File: config.mk
export PLATFORM = sky130hd
export DESIGN_NAME = hash_key_packer
export DESIGN_NICKNAME = d
export VERILOG_FILES = /design/src/rtl/hash_key_packer.sv
export SDC_FILE = /design/constraint.sdc
export NUM_CORES = 2
export LEC_CHECK = 0
export ABC_AREA = 1
export CAP_MARGIN = 20
export CORE_MARGIN = 1.5
export CORE_UTILIZATION = 40
export CTS_CLUSTER_DIAMETER = 30
export DETAILED_ROUTE_END_ITERATION = 10
export PLACE_DENSITY = 0.64
export SYNTH_ARGS = -nofsm -noshare
export SYNTH_HDL_FRONTEND = slang
export SYNTH_SLANG_ARGS = --single-unit
File: constraint.sdc
create_clock -name CLK -period 2.8 [get_ports CLK]
set_clock_uncertainty 0.15 [all_clocks]
set_input_delay 0.7 -clock CLK [delete_from_list [all_inputs] [get_ports CLK]]
set_output_delay 0.7 -clock CLK [all_outputs]
set_load 0.01 [all_outputs]
File: src/rtl/hash_key_packer.sv
// hash_key_packer: buffers a byte-streamed memcache key, then replays it as
// 12-byte little-endian blocks (k0/k1/k2) tagged with the total key length.
// Storage is twelve byte lanes, each BLOCKS deep, so a whole block is read in
// one cycle. Keys longer than MAX_LEN are swallowed and reported on err_drop.
module hash_key_packer #(
    parameter int MAX_LEN = 250
) (
    input  logic        CLK,
    input  logic        RST,
    input  logic        in_valid,
    input  logic [7:0]  in_data,
    input  logic        in_last,
    output logic        in_ready,
    output logic        out_valid,
    input  logic        out_ready,
    output logic [7:0]  key_length,
    output logic [31:0] k0,
    output logic [31:0] k1,
    output logic [31:0] k2,
    output logic [3:0]  out_bytes,
    output logic        out_first,
    output logic        out_last,
    output logic        err_drop
);

    localparam int BLOCKS = (MAX_LEN + 11) / 12;
    // One spare code so the write address may step one past the last block
    // while the key is being counted towards the overflow point.
    localparam int BLK_W  = $clog2(BLOCKS + 1);

    typedef enum logic [1:0] {
        S_FILL = 2'd0,
        S_EMIT = 2'd1,
        S_DROP = 2'd2
    } state_t;

    // Control state
    state_t             state_q, state_d;
    logic [7:0]         n_q, n_d;
    logic [BLK_W-1:0]   wr_addr_q, wr_addr_d;
    logic [3:0]         wr_lane_q, wr_lane_d;
    logic [BLK_W-1:0]   blk_q, blk_d;
    logic [BLK_W-1:0]   last_blk_q, last_blk_d;
    logic [3:0]         last_bytes_q, last_bytes_d;

    // Registered outputs
    logic               in_ready_q, in_ready_d;
    logic               out_valid_q, out_valid_d;
    logic               out_first_q, out_first_d;
    logic               out_last_q, out_last_d;
    logic [3:0]         out_bytes_q, out_bytes_d;
    logic [7:0]         key_length_q, key_length_d;
    logic [31:0]        k0_q, k0_d;
    logic [31:0]        k1_q, k1_d;
    logic [31:0]        k2_q, k2_d;
    logic               err_drop_q, err_drop_d;

    // Datapath control produced by the FSM
    logic               wr_en;
    logic               load;
    logic               clear;
    logic [BLK_W-1:0]   rd_addr;
    logic [7:0]         lane_rd [12];
    logic [95:0]        blk_data;

    logic               byte_acc;
    logic               blk_xfer;

    assign byte_acc = in_valid & in_ready_q;
    assign blk_xfer = out_valid_q & out_ready;

    // Byte-lane storage. The byte being written in the same cycle that block 0
    // is loaded (a key's final byte) is forwarded so no extra cycle is needed.
    generate
        for (genvar gi = 0; gi < 12; gi++) begin : g_lane
            logic [7:0] mem [BLOCKS];

            // Write the incoming byte into its lane at the current block address
            always_ff @(posedge CLK) begin
                if (wr_en && (wr_lane_q == 4'(gi))) begin
                    mem[wr_addr_q] <= in_data;
                end
            end

            assign lane_rd[gi] = (wr_en && (wr_lane_q == 4'(gi)) && (wr_addr_q == rd_addr))
                                 ? in_data : mem[rd_addr];
        end
    endgenerate

    // FSM next-state and byte/block bookkeeping
    always_comb begin
        state_d      = state_q;
        n_d          = n_q;
        wr_addr_d    = wr_addr_q;
        wr_lane_d    = wr_lane_q;
        blk_d        = blk_q;
        last_blk_d   = last_blk_q;
        last_bytes_d = last_bytes_q;
        key_length_d = key_length_q;
        err_drop_d   = 1'b0;
        wr_en        = 1'b0;
        load         = 1'b0;
        clear        = 1'b0;
        rd_addr      = blk_q;

        case (state_q)
            S_FILL: begin
                if (byte_acc) begin
                    if (n_q == 8'(MAX_LEN)) begin
                        // Overflow byte: never stored, counters restart.
                        n_d       = '0;
                        wr_addr_d = '0;
                        wr_lane_d = '0;
                        if (in_last) begin
                            err_drop_d = 1'b1;
                        end else begin
                            state_d = S_DROP;
                        end
                    end else begin
                        wr_en = 1'b1;
                        if (in_last) begin
                            key_length_d = n_q + 8'd1;
                            last_blk_d   = wr_addr_q;
                            last_bytes_d = wr_lane_q + 4'd1;
                            blk_d        = '0;
                            rd_addr      = '0;
                            load         = 1'b1;
                            state_d      = S_EMIT;
                            n_d          = '0;
                            wr_addr_d    = '0;
                            wr_lane_d    = '0;
                        end else begin
                            n_d = n_q + 8'd1;
                            if (wr_lane_q == 4'd11) begin
                                wr_lane_d = '0;
                                wr_addr_d = wr_addr_q + BLK_W'(1);
                            end else begin
                                wr_lane_d = wr_lane_q + 4'd1;
                            end
                        end
                    end
                end
            end

            S_DROP: begin
                if (byte_acc && in_last) begin
                    err_drop_d = 1'b1;
                    state_d    = S_FILL;
                end
            end

            S_EMIT: begin
                if (blk_xfer) begin
                    if (out_last_q) begin
                        state_d      = S_FILL;
                        clear        = 1'b1;
                        key_length_d = '0;
                    end else begin
                        blk_d   = blk_q + BLK_W'(1);
                        rd_addr = blk_q + BLK_W'(1);
                        load    = 1'b1;
                    end
                end
            end

            default: begin
                state_d = S_FILL;
            end
        endcase

        in_ready_d = (state_d != S_EMIT);
    end

    // Block output assembly: load a new block, clear after the last one, else hold
    always_comb begin
        out_valid_d = out_valid_q;
        out_first_d = out_first_q;
        out_last_d  = out_last_q;
        out_bytes_d = out_bytes_q;
        k0_d        = k0_q;
        k1_d        = k1_q;
        k2_d        = k2_q;
        blk_data    = '0;

        if (load) begin
            out_valid_d = 1'b1;
            out_first_d = (rd_addr == '0);
            out_last_d  = (rd_addr == last_blk_d);
            out_bytes_d = (rd_addr == last_blk_d) ? last_bytes_d : 4'd12;
            // Bytes beyond the key are masked here; storage keeps stale data.
            for (int l = 0; l < 12; l++) begin
                blk_data[8*l +: 8] = (4'(l) < out_bytes_d) ? lane_rd[l] : 8'h00;
            end
            k0_d = blk_data[31:0];
            k1_d = blk_data[63:32];
            k2_d = blk_data[95:64];
        end else if (clear) begin
            out_valid_d = 1'b0;
            out_first_d = 1'b0;
            out_last_d  = 1'b0;
            out_bytes_d = '0;
            k0_d        = '0;
            k1_d        = '0;
            k2_d        = '0;
        end
    end

    // State and output registers with synchronous reset
    always_ff @(posedge CLK) begin
        if (RST) begin
            state_q      <= S_FILL;
            n_q          <= '0;
            wr_addr_q    <= '0;
            wr_lane_q    <= '0;
            blk_q        <= '0;
            last_blk_q   <= '0;
            last_bytes_q <= '0;
            in_ready_q   <= 1'b0;
            out_valid_q  <= 1'b0;
            out_first_q  <= 1'b0;
            out_last_q   <= 1'b0;
            out_bytes_q  <= '0;
            key_length_q <= '0;
            k0_q         <= '0;
            k1_q         <= '0;
            k2_q         <= '0;
            err_drop_q   <= 1'b0;
        end else begin
            state_q      <= state_d;
            n_q          <= n_d;
            wr_addr_q    <= wr_addr_d;
            wr_lane_q    <= wr_lane_d;
            blk_q        <= blk_d;
            last_blk_q   <= last_blk_d;
            last_bytes_q <= last_bytes_d;
            in_ready_q   <= in_ready_d;
            out_valid_q  <= out_valid_d;
            out_first_q  <= out_first_d;
            out_last_q   <= out_last_d;
            out_bytes_q  <= out_bytes_d;
            key_length_q <= key_length_d;
            k0_q         <= k0_d;
            k1_q         <= k1_d;
            k2_q         <= k2_d;
            err_drop_q   <= err_drop_d;
        end
    end

    assign in_ready   = in_ready_q;
    assign out_valid  = out_valid_q;
    assign out_first  = out_first_q;
    assign out_last   = out_last_q;
    assign out_bytes  = out_bytes_q;
    assign key_length = key_length_q;
    assign k0         = k0_q;
    assign k1         = k1_q;
    assign k2         = k2_q;
    assign err_drop   = err_drop_q;

endmodule

Yosys cells after proc, flatten, opt, wreduce, memory -nomap -nowiden
Memories as Yosys holds them, arrays and structs flattened.
Index checks and enable logic that the tools add are counted.
Word-level totals
  bits in registers: 146
  memory bits (writable): 2016
  input bits: 13
  word-level logic and storage cells: 214
  memories: 12
Memory list
  g_lane[0].mem: depth 21, width 8, rd ports 1, clocked after memory_dff 0, wr ports 1, line 76  | logic [7:0] mem [BLOCKS];
  g_lane[10].mem: depth 21, width 8, rd ports 1, clocked after memory_dff 0, wr ports 1, line 76
  g_lane[11].mem: depth 21, width 8, rd ports 1, clocked after memory_dff 0, wr ports 1, line 76
  g_lane[1].mem: depth 21, width 8, rd ports 1, clocked after memory_dff 0, wr ports 1, line 76
  g_lane[2].mem: depth 21, width 8, rd ports 1, clocked after memory_dff 0, wr ports 1, line 76
  g_lane[3].mem: depth 21, width 8, rd ports 1, clocked after memory_dff 0, wr ports 1, line 76
  +6 memories
Cells by class
  add/subtract/negate cells: 4
  $lt $le $gt $ge: 12
  eq/ne operators: 22
  muxes and demuxes: 111
  bitwise operators: 2
  reductions and logical operators: 34
Operator list (count)
  two-way mux 8 bit: 31
  two-way mux 32 bit: 4
  two-way mux 5 bit: 12
  two-way mux 1 bit: 42
  two-way mux 4 bit: 10
  logical AND 1 bit: 25
  equality test 4 x 3 -> 1 bit (second input constant): 4
  equality test 4 bit (second input constant): 4
  less-than comparator 3 x 4 -> 1 bit (first input constant): 4
  less-than comparator 4 bit (first input constant): 4
  one-hot mux 8 bit (2 select lines): 1
  two-way mux 2 bit: 7
  adder 5 x 1 -> 5 bit (second input constant): 2
  equality test 5 bit: 2
  != test 2 bit (second input constant): 5
  one-hot mux 5 bit (2 select lines): 1
  adder 8 x 1 -> 8 bit (second input constant): 1
  equality test 4 x 2 -> 1 bit (second input constant): 2
  equality test 8 bit (second input constant): 1
  less-than comparator 1 x 4 -> 1 bit (first input constant): 2
  less-than comparator 2 x 4 -> 1 bit (first input constant): 2
  one-hot mux 2 bit (3 select lines): 1
  AND reduction 6 bit: 1
  logical NOT 5 bit: 1
  other kinds (13): 16

Depth between registers and ports, before layout
  depth after elaboration: 9
  depth in mapped cells: 22
  gate-level depth less buffers: 21

Worst setup path after synthesis
No wires, ideal clock.
  path type: input port to flip-flop
  from: input in_valid
  to: memory g_lane[1].mem[10][0], enable pin
  arrival: 2.306 ns
  required time: 2.280 ns
  path slack: -0.026 ns
  stages on the path: 10
  buffers on the path: 2
  cell sequence: nand2_1 nor2_1 inv_1 nor2_1 inv_1 clkbuf_1 nor3_1 inv_1 clkbuf_1 nor2_1
On the way
  cells in the longest elaborated chain, start to end: 6
Ends and longest elaborated chain
  from (decl): line 10  | input logic in_valid,
  AND 1 bit: line 69  | assign byte_acc = in_valid & in_ready_q;
  two-way mux 1 bit: line 108  | if (byte_acc) begin
  two-way mux 1 bit: line 106  | case (state_q)
  logical AND 1 bit: line 80  | if (wr_en && (wr_lane_q == 4'(gi))) begin
  two-way mux 1 bit: line 80
  two-way mux 1 bit (not written as such): line 81  | mem[wr_addr_q] <= in_data;
  to (decl): line 76
Every way passes these cells.

Worst setup path after layout
  from: register n_q[0]
  to: register k1_q[20] (netlist: k1[20])
On the way
  cells in the longest elaborated chain, start to end: 9
  elaborated cells between the ends (all ways): 27
  classes of those cells: order compare (1); eq/ne (3); mux (19); reduce/logical (3); memory (1)
Ends and longest elaborated chain
  from (decl): line 39  | logic [7:0] n_q, n_d;
  from (signal assigned): line 230  | n_q <= n_d;
  equality test 8 bit *: line 109  | if (n_q == 8'(MAX_LEN)) begin
  two-way mux 5 bit / two-way mux 1 bit (equally long branches)
  two-way mux 5 bit / two-way mux 1 bit (equally long branches): line 108
  one-hot mux 5 bit (2 select lines) (tied with other cells)
  equality test 5 bit (tied with other cells): line 189  | out_bytes_d = (rd_addr == last_blk_d) ? last_bytes_d : 4'd12;
  two-way mux 4 bit / logical AND 1 bit (equally long branches): line 189, 85
  less-than comparator 3 x 4 -> 1 bit / two-way mux 8 bit (equally long branches): line 192, 86
  two-way mux 8 bit: line 192  | blk_data[8*l +: 8] = (4'(l) < out_bytes_d) ? lane_rd[l] : 8'h00;
  two-way mux 32 bit: line 185  | if (load) begin
  to (signal assigned): line 243  | k1_q <= k1_d;
  to (decl): line 54  | logic [31:0] k1_q, k1_d;
Every way passes the cells marked *; elsewhere a longest branch is shown, timed or not.
A chain may end at the register's enable or synchronous reset.

==> impl_results.md <==
* Synth Cell Area at 88,100 um2
* Ports at 126
* FP Rows at 172
* Failing checks: negative setup slack
* Peak VDD IR at 715 uV
* Remaining antenna violation count at 0
* Warnings, synthesis at 0
* Avg Vias per Cell at 5.55
* Total track usage at 0.247
* Critical Path Max Stage Delay at 0.32 ns
* Maxcap violations at 0
* Pin count of the biggest net entering global routing at 90
* Wirelength per Cell at 23.6 um
* Hold slack final at 0.0674 ns
* CTS sink count at 2,162
* Area share of the largest cell type after synthesis at 0.687
* Sequential fraction of the synthesis area at 0.721
* Share of cells above drive strength 1 at 0.226
* Critical path type: register to register
* Fmax achieved at 334 MHz
* Syn avg cell area at 11.4 um2
* Drt pass-1 iters at 6
* Number of port buffers at 125
* Vias in the first global route at 64,677
* Routed wire length at 284,000 um
* Critical-path cell list: inv_2, ha_4, nand2_4, nor2_4, nand2_4, nand2_8, buf_6, nand3_4, buf_12, buf_12, buf_4, buf_6, buf_4, nand2_1, nand3_2, nand3_2, nand2_1, nand2_2, nand3_4, a21oi_2, o21bai_1
* Number of nets in the layout at 8,848
* Setup ws final at -0.190 ns
* Synthesis-to-layout area growth at 34.1%
* Synth Register Bits at 2,162
* Max-slew headroom at 0.530
* Tcrit/Tclk final at 1.07
* Max stage delay cell, worst path: dfxtp_2
* Die height at 472 um
* Setup Viol. Count Final at 859
* Crit start category: register
* Synth area leader: edfxtp_1
* Area contributors post-synth: edfxtp_1 69%, nand2_1 11%, nand3_1 9.0%, dfxtp_1 3.3%, nor2_1 1.7%
* Pleak at 44.5 nW
* Tmin final at 2.99 ns
* Worst EP arrival at 3.66 ns
* Most used flip-flop cell after synthesis: edfxtp_1
* Initial antenna violation count at 9
* Routability cong. at 0.904
* DR vias at 66,741
* Slew Limit Fails at 0
* 1st-iter DRT viols at 8,076
* Final Total Pwr at 87.9 mW
* Worst slew pin tran at 0.687 ns
* CTS tree: built
* Clk buf depth at 4
* Endpoints failing hold at 0
* Core ar. at 219,000 um2
* Insertion delay to the later sink of the worst-skew pair at 0.94 ns
* Initial core utilization at 0.402
* Global-route wire length before repair at 415,000 um
* Die outline width at 472 um
* Grt ovf at 0
* Layout Utilization at 0.539
* Die area at 223,000 um2
* Clock Pin Slew Worst Setup and Hold Paths at 0.05 ns
* H-Tree Level Count at 5
* DRC Markers at 0
* Hold Path Class: input pin to register
* Post-synth net total at 7,761
* Power Density at 744 nW/um2
* Worst Path Required at 3.47 ns
* Fill cells at 17,451
* Post-DP HPWL at 166,000 um
* Worst path bufs/invs at 7
* Worst slack, placed at -1.21 ns
* Share of synthesized registers carrying an async set or reset at 0
* Num CTS Buffers at 410
* Crit. End Element: register
* EDFF count, synth at 2,016
* Crit path max fanout at 8
* Mapped Cells at 7,737
* Root Buffer: clkbuf_16
* RSZ-0062 raised after global routing: yes
* CP top delay family: simple AND/OR/NAND/NOR gates
* Status: complete, but fails checks
* Yosys cell types at 44
cell type report:
cell class | instances | area [um2] | area share
clock buffers | 455 | 10600 | 0.0898
diodes | 7 | 17.5 | 0.000148
repair buffers | 1189 | 13100 | 0.111
well taps | 2871 | 3590 | 0.0304
inverters | 109 | 424 | 0.00359
flip-flops and latches | 2162 | 63500 | 0.538
clock inverters | 288 | 3570 | 0.0302
multi-input cells | 4952 | 23300 | 0.197
cells in the final DEF (no fill, tap or decap), types with 12 or more instances in the layout:
master,instances
nand2_1,2430
edfxtp_1,2016
nand3_1,1430
buf_4,752
clkbuf_16,434
nor2_1,372
buf_12,155
nand3_2,142
dfxtp_1,134
a21oi_1,108
clkdlybuf4s50_1,99
inv_1,93
bufinv_16,68
nand2_2,59
buf_6,59
clkinv_2,55
o21ai_0,52
o211ai_1,49
buf_16,48
o21ai_1,44
clkinv_4,41
clkinvlp_4,41
inv_6,38
clkinv_1,38
clkbuf_1,32
a32o_1,23
a31oi_1,23
a21o_1,22
buf_8,22
nand4_1,21
nor2_4,18
o2bb2ai_1,17
nand3b_1,16
dlygate4sd2_1,16
nand3_4,14
a21oi_2,14
inv_2,12
nor3_1,12
flip-flops by register name, indices dropped and copies added, names as in the netlist:
name and flops:
k2 32, err_drop 1, out_first 1, n_q 8
k1 32, wr_lane_q 4, out_valid 1, k0 32
last_bytes_q 4, key_length 8, last_blk_q 5, in_ready 1
out_bytes 4, wr_addr_q 5, g_lane.mem 2016, out_last 1
blk_q 5, state_q 2
logic make-up (layout without fill, tap and decap cells):
group | Yosys count | count (layout) | share of synthesized area
AND/OR/NAND/NOR | 4545 | 4545 | 0.220
flip-flops | 2162 | 2162 | 0.721
AO/OA/AOI/OAI | 386 | 386 | 0.0271
other | 0 | 7 | 0
buffers and inverters | 623 | 2041 | 0.0301
adder cells (fa/ha/maj) | 11 | 11 | 0.00156
XOR/XNOR | 10 | 10 | 0.00108
per-layer routing:
layer / vias up / track usage / share of wire
met5: - / 0 / 0.00048
met4: 6 / 0.113 / 0.044
met3: 694 / 0.0463 / 0.099
met2: 3660 / 0.390 / 0.47
met1: 32764 / 0.331 / 0.39
li1: 29617 / - / -
where the power goes:
part	switching (mW)	internal (mW)	leakage, nW
Clock	16.7	33.6	6.84
Sequential	0.0562	35.4	19.3
Combinational	1.42	0.687	18.4
Total	18.2	69.7	44.5
through the flow:
step	TNS [ns]	instance area, um2	cells
after global routing	-174.59	118000	12027
after CTS	-11.76	117000	11987
final	-37.61	118000	12033
after floorplan	-11.91	88100	7737
after global placement	-1359.43	99500	11113
after detailed placement	-1375.82	99500	11113
path summary, 6_finish.rpt:
kind / startpoint / endpoint / slack [ns] / depth (start not counted)
setup / recovery: n_q[0]$_SDFFE_PP0P_ / k1[20]$_SDFFE_PP0P_ / -0.19 / 21
hold / removal: in_data[3] / g_lane[2].mem[10][3]$_DFFE_PP_ / 0.07 / 1
setup reg to reg: n_q[0]$_SDFFE_PP0P_ / k1[20]$_SDFFE_PP0P_ / -0.19 / 21
hold reg to reg: k2[25]$_SDFFE_PP0P_ / k2[25]$_SDFFE_PP0P_ / 0.30 / 2
what timing repair did:
action                     in CTS  in global routing
buffers inserted              100                 22
resized for setup             367                151
setup endpoints to repair    2171                777
cloned                         29                 20
hold buffers                    7                  0
pin swaps                      87                 59
hold endpoints to repair       47                  0
synth_stat cells, types with 3 or more instances:
master and count:
nand2_1 2491, edfxtp_1 2016, nand3_1 1577, nor2_1 388, clkbuf_1 248, buf_2 166, dfxtp_1 146, a21oi_1 121
inv_1 98, o21ai_0 82, buf_1 74, o211ai_1 49, o21ai_1 26, buf_4 25, a31oi_1 23, a32o_1 23
a21o_1 22, o2bb2ai_1 22, nand4_1 21, nand3b_1 16, nor3_1 15, ha_1 11, inv_2 9, nand3_2 9
nand2_2 8, nor2_2 8, xor2_1 6, nor2_4 5, o21bai_1 5, or2_2 4, o21a_1 3, xnor2_1 3
worst register-to-register path: cells and delay by family, from the launching register on:
kind	cells	cell delay [ns]
and+or+nand+nor	11	1.08
buffers and inverters	7	0.94
AOI/OAI and AO/OA	2	0.24
DFF	1	0.32
adders and majority gates	1	0.13
Note: power is estimated with default switching activity, not from simulation.
